`src/rtl/npc_stage_ctrl.sv`:
```
// Multi-cycle FETCH/WAIT/DECODE/EXEC/WB sequencer for the NPC core; owns PC, IR and the imem handshake.
// Optional macro NPC_PERF_CNT_EN adds 64-bit cycle and retired-instruction counters.
module npc_stage_ctrl #(
   parameter int unsigned           DATA_WIDTH = 32,
   parameter logic [DATA_WIDTH-1:0] RESET_PC   = 32'h8000_0000,
   parameter int unsigned           FETCH_TMO  = 16
) (
   input  logic                  clk,
   input  logic                  rst,
   output logic                  imem_req_valid,
   input  logic                  imem_req_ready,
   output logic [DATA_WIDTH-1:0] imem_addr,
   input  logic                  imem_rsp_valid,
   input  logic [DATA_WIDTH-1:0] imem_rdata,
   output logic [DATA_WIDTH-1:0] inst,
   output logic [DATA_WIDTH-1:0] pc,
   output logic                  id_en,
   output logic                  ex_start,
   input  logic                  ex_done,
   input  logic [DATA_WIDTH-1:0] next_pc,
   input  logic                  wb_req,
   output logic                  rf_we,
   output logic                  halt,
   output logic                  halt_err,
   output logic [63:0]           perf_cycles,
   output logic [63:0]           perf_instret
);

   localparam int unsigned           TmoW    = (FETCH_TMO > 1) ? $clog2(FETCH_TMO) : 1;
   localparam logic [TmoW-1:0]       TmoLast = TmoW'(FETCH_TMO - 1);
   localparam logic [DATA_WIDTH-1:0] Ebreak  = DATA_WIDTH'(32'h0010_0073);

   typedef enum logic [2:0] {
      StFetch,
      StWait,
      StDecode,
      StExec,
      StWb,
      StHalt
   } state_e;

   state_e                  state_q, state_d;
   logic [DATA_WIDTH-1:0]   pc_q;
   logic [DATA_WIDTH-1:0]   inst_q;
   logic [TmoW-1:0]         tmo_cnt_q;
   logic                    req_valid_q;
   logic                    id_en_q;
   logic                    ex_start_q;
   logic                    halt_q;
   logic                    halt_err_q;

   always_comb begin
      state_d = state_q;
      unique case (state_q)
         StFetch:  if (imem_req_ready) state_d = StWait;
         // A response on the final timeout cycle takes priority over the halt.
         StWait: begin
            if (imem_rsp_valid) begin
               state_d = StDecode;
            end else if (tmo_cnt_q == TmoLast) begin
               state_d = StHalt;
            end
         end
         StDecode: state_d = (inst_q == Ebreak) ? StHalt : StExec;
         StExec:   if (ex_done) state_d = StWb;
         StWb:     state_d = StFetch;
         StHalt:   state_d = StHalt;
         default:  state_d = StHalt;
      endcase
   end

   // Outputs that depend only on state are registered from the next state.
   always_ff @(posedge clk) begin
      if (rst) begin
         state_q     <= StFetch;
         pc_q        <= RESET_PC;
         inst_q      <= '0;
         tmo_cnt_q   <= '0;
         req_valid_q <= 1'b1;
         id_en_q     <= 1'b0;
         ex_start_q  <= 1'b0;
         halt_q      <= 1'b0;
         halt_err_q  <= 1'b0;
      end else begin
         state_q     <= state_d;
         req_valid_q <= (state_d == StFetch);
         id_en_q     <= (state_d == StDecode);
         ex_start_q  <= (state_q == StDecode) && (state_d == StExec);
         halt_q      <= (state_d == StHalt);
         if (state_q == StWait) begin
            if (imem_rsp_valid) begin
               inst_q    <= imem_rdata;
               tmo_cnt_q <= '0;
            end else if (tmo_cnt_q == TmoLast) begin
               halt_err_q <= 1'b1;
            end else begin
               tmo_cnt_q <= tmo_cnt_q + 1'b1;
            end
         end
         if (state_q == StWb) begin
            pc_q <= next_pc;
         end
      end
   end

   assign imem_req_valid = req_valid_q;
   assign imem_addr      = pc_q;
   assign pc             = pc_q;
   assign inst           = inst_q;
   assign id_en          = id_en_q;
   assign ex_start       = ex_start_q;
   assign halt           = halt_q;
   assign halt_err       = halt_err_q;
   // wb_req is only meaningful while in WB, so the write enable follows it directly.
   assign rf_we          = (state_q == StWb) && wb_req && !rst;

`ifdef NPC_PERF_CNT_EN
   logic [63:0] cycles_q;
   logic [63:0] instret_q;

   always_ff @(posedge clk) begin
      if (rst) begin
         cycles_q  <= '0;
         instret_q <= '0;
      end else begin
         cycles_q <= cycles_q + 64'd1;
         if (state_q == StWb) begin
            instret_q <= instret_q + 64'd1;
         end
      end
   end

   assign perf_cycles  = cycles_q;
   assign perf_instret = instret_q;
`else
   assign perf_cycles  = '0;
   assign perf_instret = '0;
`endif

endmodule

```
`config.mk`:
```
export PLATFORM = sky130hd
export DESIGN_NAME = npc_stage_ctrl
export DESIGN_NICKNAME = d
export VERILOG_FILES = /design/src/rtl/npc_stage_ctrl.sv
export SDC_FILE = /design/constraint.sdc
export NUM_CORES = 1
export LEC_CHECK = 0
export CORE_AREA = 4 4 116 118
export DETAILED_ROUTE_END_ITERATION = 12
export DIE_AREA = 0 0 120 122
export PLACE_DENSITY = 0.87
export SLEW_MARGIN = 20
export SYNTH_ARGS = -nofsm -noshare
export SYNTH_HDL_FRONTEND = slang
export SYNTH_SLANG_ARGS = --single-unit
```
`constraint.sdc`:
```
create_clock -name clk -period 2.13 [get_ports clk]
set_input_delay 0.213 -clock clk [delete_from_list [all_inputs] [get_ports clk]]
set_output_delay 0.213 -clock clk [all_outputs]
set_load 0.005 [all_outputs]
```
======== Word level (Yosys, flattened, before mapping) ========
Cells that the tools add are included.
word-level totals
  input port bits ......................... 70
  logic and storage cells ................. 38
  flip-flop bits (word level) ............. 76
cells by class
  add/subtract/negate cells ............... 1
  mux-type cells .......................... 8
  reduce and logical (&&, ||, !) cells .... 9
  eq/ne operators ......................... 10
  bitwise operators ....................... 1
operators by type and width
  kind                                             number
  == test 32 x 21 -> 1 bit, second input constant  1
  2-to-1 mux 3 bit                                 5
  one-hot mux 3 bit (5 select lines)               1
  == test 3 x 2 -> 1 bit, second input constant    4
  2-to-1 mux 4 bit                                 2
  == test 3 bit, second input constant             2
  zero test 3 bit                                  2
  adder 4 x 1 -> 4 bit, second input constant      1
  == test 4 bit, second input constant             1
  AND reduction 2 bit                              2
  == test 3 x 1 -> 1 bit, second input constant    1
  logical AND 1 bit                                3
  AND reduction 3 bit                              1
  != test 2 bit, second input constant             1
  zero test 1 bit                                  1
  inverter 1 bit                                   1

======== Longest topological paths before layout ========
Gate-level depths: netlist (run 1).
  depth after elaboration ................. 6
  gate-level depth with buffers ........... 7
  depth with buffers taken out ............ 5

======== Worst setup path after synthesis (run 1) ========
No wires, ideal clock.
  path kind ............................... flip-flop to flip-flop
  from .................................... register state_q[0]
  to ...................................... register inst_q[0], in the netlist inst[0]
  path buffers ............................ 3
  clock period less this slack ............ 1505 ps
  arrival ................................. 1373 ps
  slack ................................... 625 ps
  stages on the path, launching flop included .. 8
  cells stage by stage .................... dfxtp_1 -> buf_4 -> nand2b_1 -> or3b_2 -> clkbuf_1 -> buf_2 -> nand2_1 -> a21oi_1
between the ends
  word-level cells in the longest chain between the ends .. 2
ends and longest elaborated chain
  element                               line  text
  start: declaration                    42    state_e state_q, state_d;
  start signal: assignment              75    state_q <= StFetch;
  start signal: assignment              85    state_q <= state_d;
  == test 3 x 1 -> 1 bit                90    if (state_q == StWait) begin
  AND reduction 2 bit (no source line)  n/a
  end signal: assignment                92    inst_q <= imem_rdata;
  end: declaration                      44    logic [DATA_WIDTH-1:0] inst_q;
Every way passes these cells.
A chain may end at the register's enable or synchronous reset.

======== Worst setup path after layout (run 1) ========
  from .................................... register state_q[1]
  to ...................................... output rf_we
between the ends
  word-level cells in the longest chain between the ends .. 3
ends and longest elaborated chain
  element                          line  text
  == test 3 bit                    115   assign rf_we = (state_q == StWb) && wb_req && !rst;
  logical AND 1 bit (2 in series)  115
  end: declaration                 22    output logic rf_we,
Every way passes these cells.

==> results of run 1 <==
layout by cell type (no fill, tap or decap), drive strengths merged, types with 2 or more instances in the layout:
master,n
inv,2
nor3b,3
buf,9
or3b,2
nor4bb,2
nor2,15
conb,128
nand3,5
clkinv,3
nor4,4
dfxtp,76
clkdlybuf4s50,170
mux2i,2
nor4b,2
o21ai,3
clkbuf,10
bufinv,3
a21oi,66
nor3,5
a31oi,2
nand2,129
or2,2
nand4,2
worst max-delay path: cells and delay by family, from the launching register on:
kind,cells,cell delay [ns]
buf+inv,1,0.54
simple gates,3,0.49
flops,1,0.41
per-layer routing:
| layer | GRT usage [%] | vias to the layer above |
|---|---|---|
| met5 | 0 | - |
| met3 | 5.246 | 13 |
| met4 | 5.011 | 0 |
| met1 | 13.59 | 1526 |
| li1 | - | 1642 |
| met2 | 25.18 | 187 |
layout make-up:
class	count	area [um2]	share of cell area [%]
clock buffers	10	229.0	4.142
clock inverters	6	112.6	2.037
inverters	2	7.507	0.1358
multi-input cells	382	1675	30.31
flip-flops and latches	76	1521	27.52
well taps	172	215.2	3.893
repair buffers	179	1767	31.96
flip-flops by register name, summed over array words and instances (netlist names):
signal / cells
ex_start: 1
imem_addr: 32
state_q: 3
imem_req_valid: 1
halt_err: 1
id_en: 1
tmo_cnt_q: 4
halt: 1
inst: 32
power breakdown:
group	internal (uW)	total (uW)	switching (uW)	leakage (uW)
combinational	236	445	209	0.00135
clock	1150	1740	591	0.000167
sequential	1470	1510	40.8	0.000616
logic make-up (layout without fill, tap and decap cells):
kind of cell | after synthesis | in the layout | share of synthesized area [%]
muxes | 2 | 2 | 0.4978
AOI/OAI and AO/OA | 76 | 76 | 9.894
DFF | 76 | 76 | 37.83
buffers and inverters | 186 | 197 | 32.64
and+or+nand+nor | 175 | 175 | 18.73
adders and majority gates | 1 | 1 | 0.3111
other | 1 | 128 | 0.09325
through the flow:
| step | util [%] | cells | total power [uW] | area, um2 | hold WS, ns |
|---|---|---|---|---|---|
| global placement | 41.60 | 811 | 1972 | 5186 | 0.4516 |
| finish | 44.34 | 827 | 3689 | 5528 | 0.2006 |
| detailed placement | 41.60 | 811 | 1978 | 5186 | 0.4582 |
| CTS | 44.34 | 827 | 3756 | 5528 | 0.2071 |
| global route | 44.34 | 827 | 3875 | 5528 | 0.2228 |
| floorplan | - | 644 | 1895 | 4498 | 0.3329 |
worst paths after layout:
| path | cells past startpoint | slack, ns | end |
|---|---|---|---|
| max | 4 | 0.14 | rf_we |
| max reg2reg | 4 | 0.25 | inst[4]$_SDFFE_PP0P_ |
| min reg2reg | 2 | 0.46 | halt_err$_SDFFE_PP0P_ |
| min | 2 | 0.20 | tmo_cnt_q[2]$_SDFFE_PP0P_ |
==> results_dict.tcl, run 1 <==
set metrics [dict create \
    synth_ff_type "dfxtp_1" \
    tritoncts "done" \
    synth_top_area_cell "dfxtp_1" \
    grt_overflow 0 \
    routedWlPerCell_um 12.89 \
    synth_area_leaders "dfxtp_1 38%, buf_4 30%, nand2_1 12%" \
    drtIter0Drc 121 \
    dp_slack_ns 0.2717 \
    synth_cell_types 33 \
    grt_pass1_wl_um 15510 \
    maxCapViolations 0 \
    ios 300 \
    ant_nets 0 \
    critPathLaunchType "flip-flop" \
    nets 721 \
    p_per_area_nw_per_um2 667.4 \
    clockBufferDepth 2 \
    cts_buffers 9 \
    required_ns 1.92 \
    finalCritPeriodShare_pct 93.25 \
    crit_start "state_q[1]$_SDFF_PP0_" \
    setup_violations 0 \
    min_path_type "in2reg" \
    dpl.hpwl_um 8327 \
    wl_met2_um 5609 \
    drc 0 \
    slew_headroom_pct 53.39 \
    finClkSkew_ns 0.007196 \
    cts_sinks 76 \
    grt_max_degree 38 \
    tns_ns 0 \
    yosys-top-cells-count "161 x buf_4, 129 x nand2_1, 76 x dfxtp_1, 66 x a21oi_1" \
    slew_viol_final 0 \
    status "finished, final reports clean" \
    start_util_pct 32.26 \
    holdCritStartpoint "rst" \
    yosysWarnings 0 \
    setup_ws_ns 0.1437 \
    wl_met1_um 3823 \
    clkTransAtPathRegs_ns 0.06 \
    clk_latency_ns 0.33 \
    die-area_um2 14640 \
    yosys.area.top_type_share_pct 37.83 \
    rsz0062_at_grt "no" \
    max_freq_mhz 503.5 \
    core_um2 12470 \
    netlist_instances 517 \
    crit_path_max_fanout 9 \
    portBuffers 171 \
    vias 3368 \
    synth_edf_count 0 \
    viasPerCell 4.073 \
    syn_to_final_growth_pct 37.46 \
    antenna_found_initial 0 \
    min_period_ns 1.986 \
    synth_area_per_cell_um2 7.778 \
    drt_wl_total_um 10660 \
    arrival_ns 1.77 \
    worst_path_max_delay_cell "clkdlybuf4s50_1" \
    post_cts_buffers 0 \
    fill_cells 1233 \
    ys_seq_area_share_pct 37.83 \
    vdd_drop_max_mv 0.4611 \
    layout-drive-gt1-share_pct 4.580 \
    cts-resized-gates 0 \
    yosysMostFrequentCell "buf_4" \
    p_leak_uw 0.002132 \
    gp_congestion 0.7508 \
    syn_area_um2 4021 \
    fp-row-count 41 \
    synth-seq-cells 76 \
    finalHoldViolations 0 \
    crit_type "reg2out" \
    met3_length_um 1071 \
    drt_pass1_iterations 4 \
    tightest_slew_ns 0.6991 \
    grt_pass1_vias 3096 \
    cts_max_level 3 \
    die_h_um 122 \
    cpPeakStageDelay_ns 0.54 \
    hold_buffers 0 \
    routed.top_layer "met4" \
    ctsRootBufferMaster "clkbuf_16" \
    dieWidth_um 120 \
    grt_use_total_pct 13.51 \
    end_kind "output port" \
    path_cells "nor2_1, nand2_1, nor3b_1, clkdlybuf4s50_1" \
    antenna_cells 0 \
    r2r-start "state_q[0]$_SDFF_PP0_" \
    synth-async-reset-ratio_pct 0 \
]
(Power assumes the default switching activity.)
==> run 2: changes to the inputs <==
--- a/config.mk
+++ b/config.mk
@@ -8,6 +8,8 @@
 export CORE_AREA = 4 4 116 118
 export DETAILED_ROUTE_END_ITERATION = 12
 export DIE_AREA = 0 0 120 122
+export GPL_ROUTABILITY_DRIVEN = 0
+export HOLD_SLACK_MARGIN = 0.08
 export PLACE_DENSITY = 0.87
 export SLEW_MARGIN = 20
 export SYNTH_ARGS = -nofsm -noshare
==> results of run 2 <==
Final layout, timing and power as in run 1 (identical DEF).
==> run 3: changes to the inputs <==
--- a/config.mk
+++ b/config.mk
@@ -11,6 +11,7 @@
 export GPL_ROUTABILITY_DRIVEN = 0
 export HOLD_SLACK_MARGIN = 0.08
 export PLACE_DENSITY = 0.87
+export REMOVE_ABC_BUFFERS = 1
 export SLEW_MARGIN = 20
 export SYNTH_ARGS = -nofsm -noshare
 export SYNTH_HDL_FRONTEND = slang
==> results_dict.tcl, run 3 (synthesized netlist as in run 1, its figures left out) <==
set metrics [dict create \
    fill_cells 1212 \
    hold_depth 4 \
    rsz0062_at_grt "no" \
    place_inst 810 \
    cts_max_level 3 \
    ctsRootBufferMaster "clkbuf_16" \
    mostFrequentLayoutCell "clkdlybuf4s50_1" \
    start_util_pct 32.26 \
    maxCapViolations 0 \
    slew_headroom_pct 54.18 \
    holdCritStartpoint "rst" \
    vias 3274 \
    nets 720 \
    grt_max_degree 43 \
    routedWlPerCell_um 12.51 \
    finalCritPeriodShare_pct 90.20 \
    max_freq_mhz 520.5 \
    core_um2 12470 \
    dieWidth_um 120 \
    grt_pass1_wl_um 14750 \
    drtIter0Drc 171 \
    grt_overflow 0 \
    grt_pass1_vias 2968 \
    finClkSkew_ns 0.004596 \
    reg2reg_slack_ns 0.28 \
    clk_latency_ns 0.33 \
    ios 300 \
    rr_endpoint "inst[1]$_SDFFE_PP0P_" \
    p_leak_uw 0.002123 \
    slew_viol_final 0 \
    worst-r2r-cell-count 4 \
    r2r-start "state_q[0]$_SDFF_PP0_" \
    antenna_found_initial 0 \
    cts_sinks 76 \
    drt_wl_total_um 10340 \
    arrival_ns 1.71 \
    finalHoldViolations 0 \
    p_per_area_nw_per_um2 660.3 \
    vdd_drop_max_mv 0.5330 \
    antenna_cells 0 \
    clkTransAtPathRegs_ns 0.06 \
    tritoncts "done" \
    drt_pass1_iterations 4 \
    fp-row-count 41 \
    ant_nets 0 \
    crit_type "reg2out" \
    critPathLaunchType "flip-flop" \
    clockBufferDepth 2 \
    layout-drive-gt1-share_pct 4.587 \
    grt_use_total_pct 12.76 \
    die_h_um 122 \
    crit_path_max_fanout 9 \
    viasPerCell 3.964 \
    die-area_um2 14640 \
    syn_to_final_growth_pct 37.24 \
    min_period_ns 1.921 \
    drc 0 \
    tightest_slew_ns 0.6874 \
    min_path_type "in2reg" \
    cpPeakStageDelay_ns 0.55 \
    required_ns 1.92 \
    status "finished, final reports clean" \
    end_kind "output port" \
    final_cell_mix "170 x clkdlybuf4s50_1, 129 x nand2_1, 128 x conb_1" \
    portBuffers 171 \
    fin_cells 826 \
    worst_path_max_delay_cell "clkdlybuf4s50_1" \
    setup_violations 0 \
    hold-path-endpoint "ex_start$_SDFF_PP0_" \
    cts_buffers 9 \
    path_cells "nor2_2, nand2_1, nor3b_1, clkdlybuf4s50_1" \
    dpl.hpwl_um 8062 \
    tns_ns 0 \
    fin_util_pct 44.27 \
]
## run 3: per-layer routing
layer	wire length (um)	global-route usage [%]	part of all wire, %
met1	4212	15.01	41
met2	5325	22.27	52
met3	662	2.878	6.4
met4	137	5.583	1.3
met5	0	0	0
## run 3: final cells by class
cell class / count / area [um2] / share of cell area (%)
clock buffers: 13 / 270.3 / 4.897
clock inverters: 3 / 67.56 / 1.224
inverters: 2 / 7.507 / 0.1360
multi-input cells: 382 / 1678 / 30.40
flip-flops and latches: 76 / 1521 / 27.57
well taps: 172 / 215.2 / 3.899
repair buffers: 178 / 1759 / 31.87
## run 3: repair_timing
action,in CTS,in global routing
setup buffers,0,0
endpoints found under the setup margin,0,1
gates resized for setup,0,1
hold buffers,0,0
## run 3: worst max path at each step
| stage | startpoint | to |
|---|---|---|
| 4_1_cts | state_q[0]$_SDFF_PP0_ | rf_we |
| 3_3_place_gp | imem_rsp_valid | inst[3]$_SDFFE_PP0P_ |
| 6_report | state_q[0]$_SDFF_PP0_ | rf_we |
| 2_1_floorplan | state_q[2]$_SDFF_PP0_ | imem_addr[0]$_SDFFE_PP0N_ |
| 3_5_place_dp | imem_rsp_valid | inst[1]$_SDFFE_PP0P_ |
| 5_1_grt | state_q[0]$_SDFF_PP0_ | rf_we |
## run 3: where the power goes
group / internal, uW / switching (uW) / total (uW)
registers: 1470 / 37.0 / 1500
logic: 235 / 208 / 443
clock network: 1120 / 576 / 1700
total: 2820 / 821 / 3640
## run 3: per-stage QoR
stage / hold WS, ns / setup slack (ns) / total power, uW / instance area [um2]
global route: 0.3747 / 0.03228 / 3794 / 5519
detailed placement: 0.4621 / 0.2836 / 1970 / 5179
global placement: 0.4496 / 0.3021 / 1965 / 5179
finish: 0.3263 / 0.2088 / 3644 / 5519
CTS: 0.3415 / 0.1331 / 3687 / 5517
floorplan: 0.2821 / -0.2802 / 1689 / 3193
## run 3: worst max-delay path, delay by kind of cell (launching register included)
family / cells / cell delay [ns]
buffers and inverters: 1 / 0.55
flip-flops: 1 / 0.39
AND/OR/NAND/NOR: 3 / 0.43
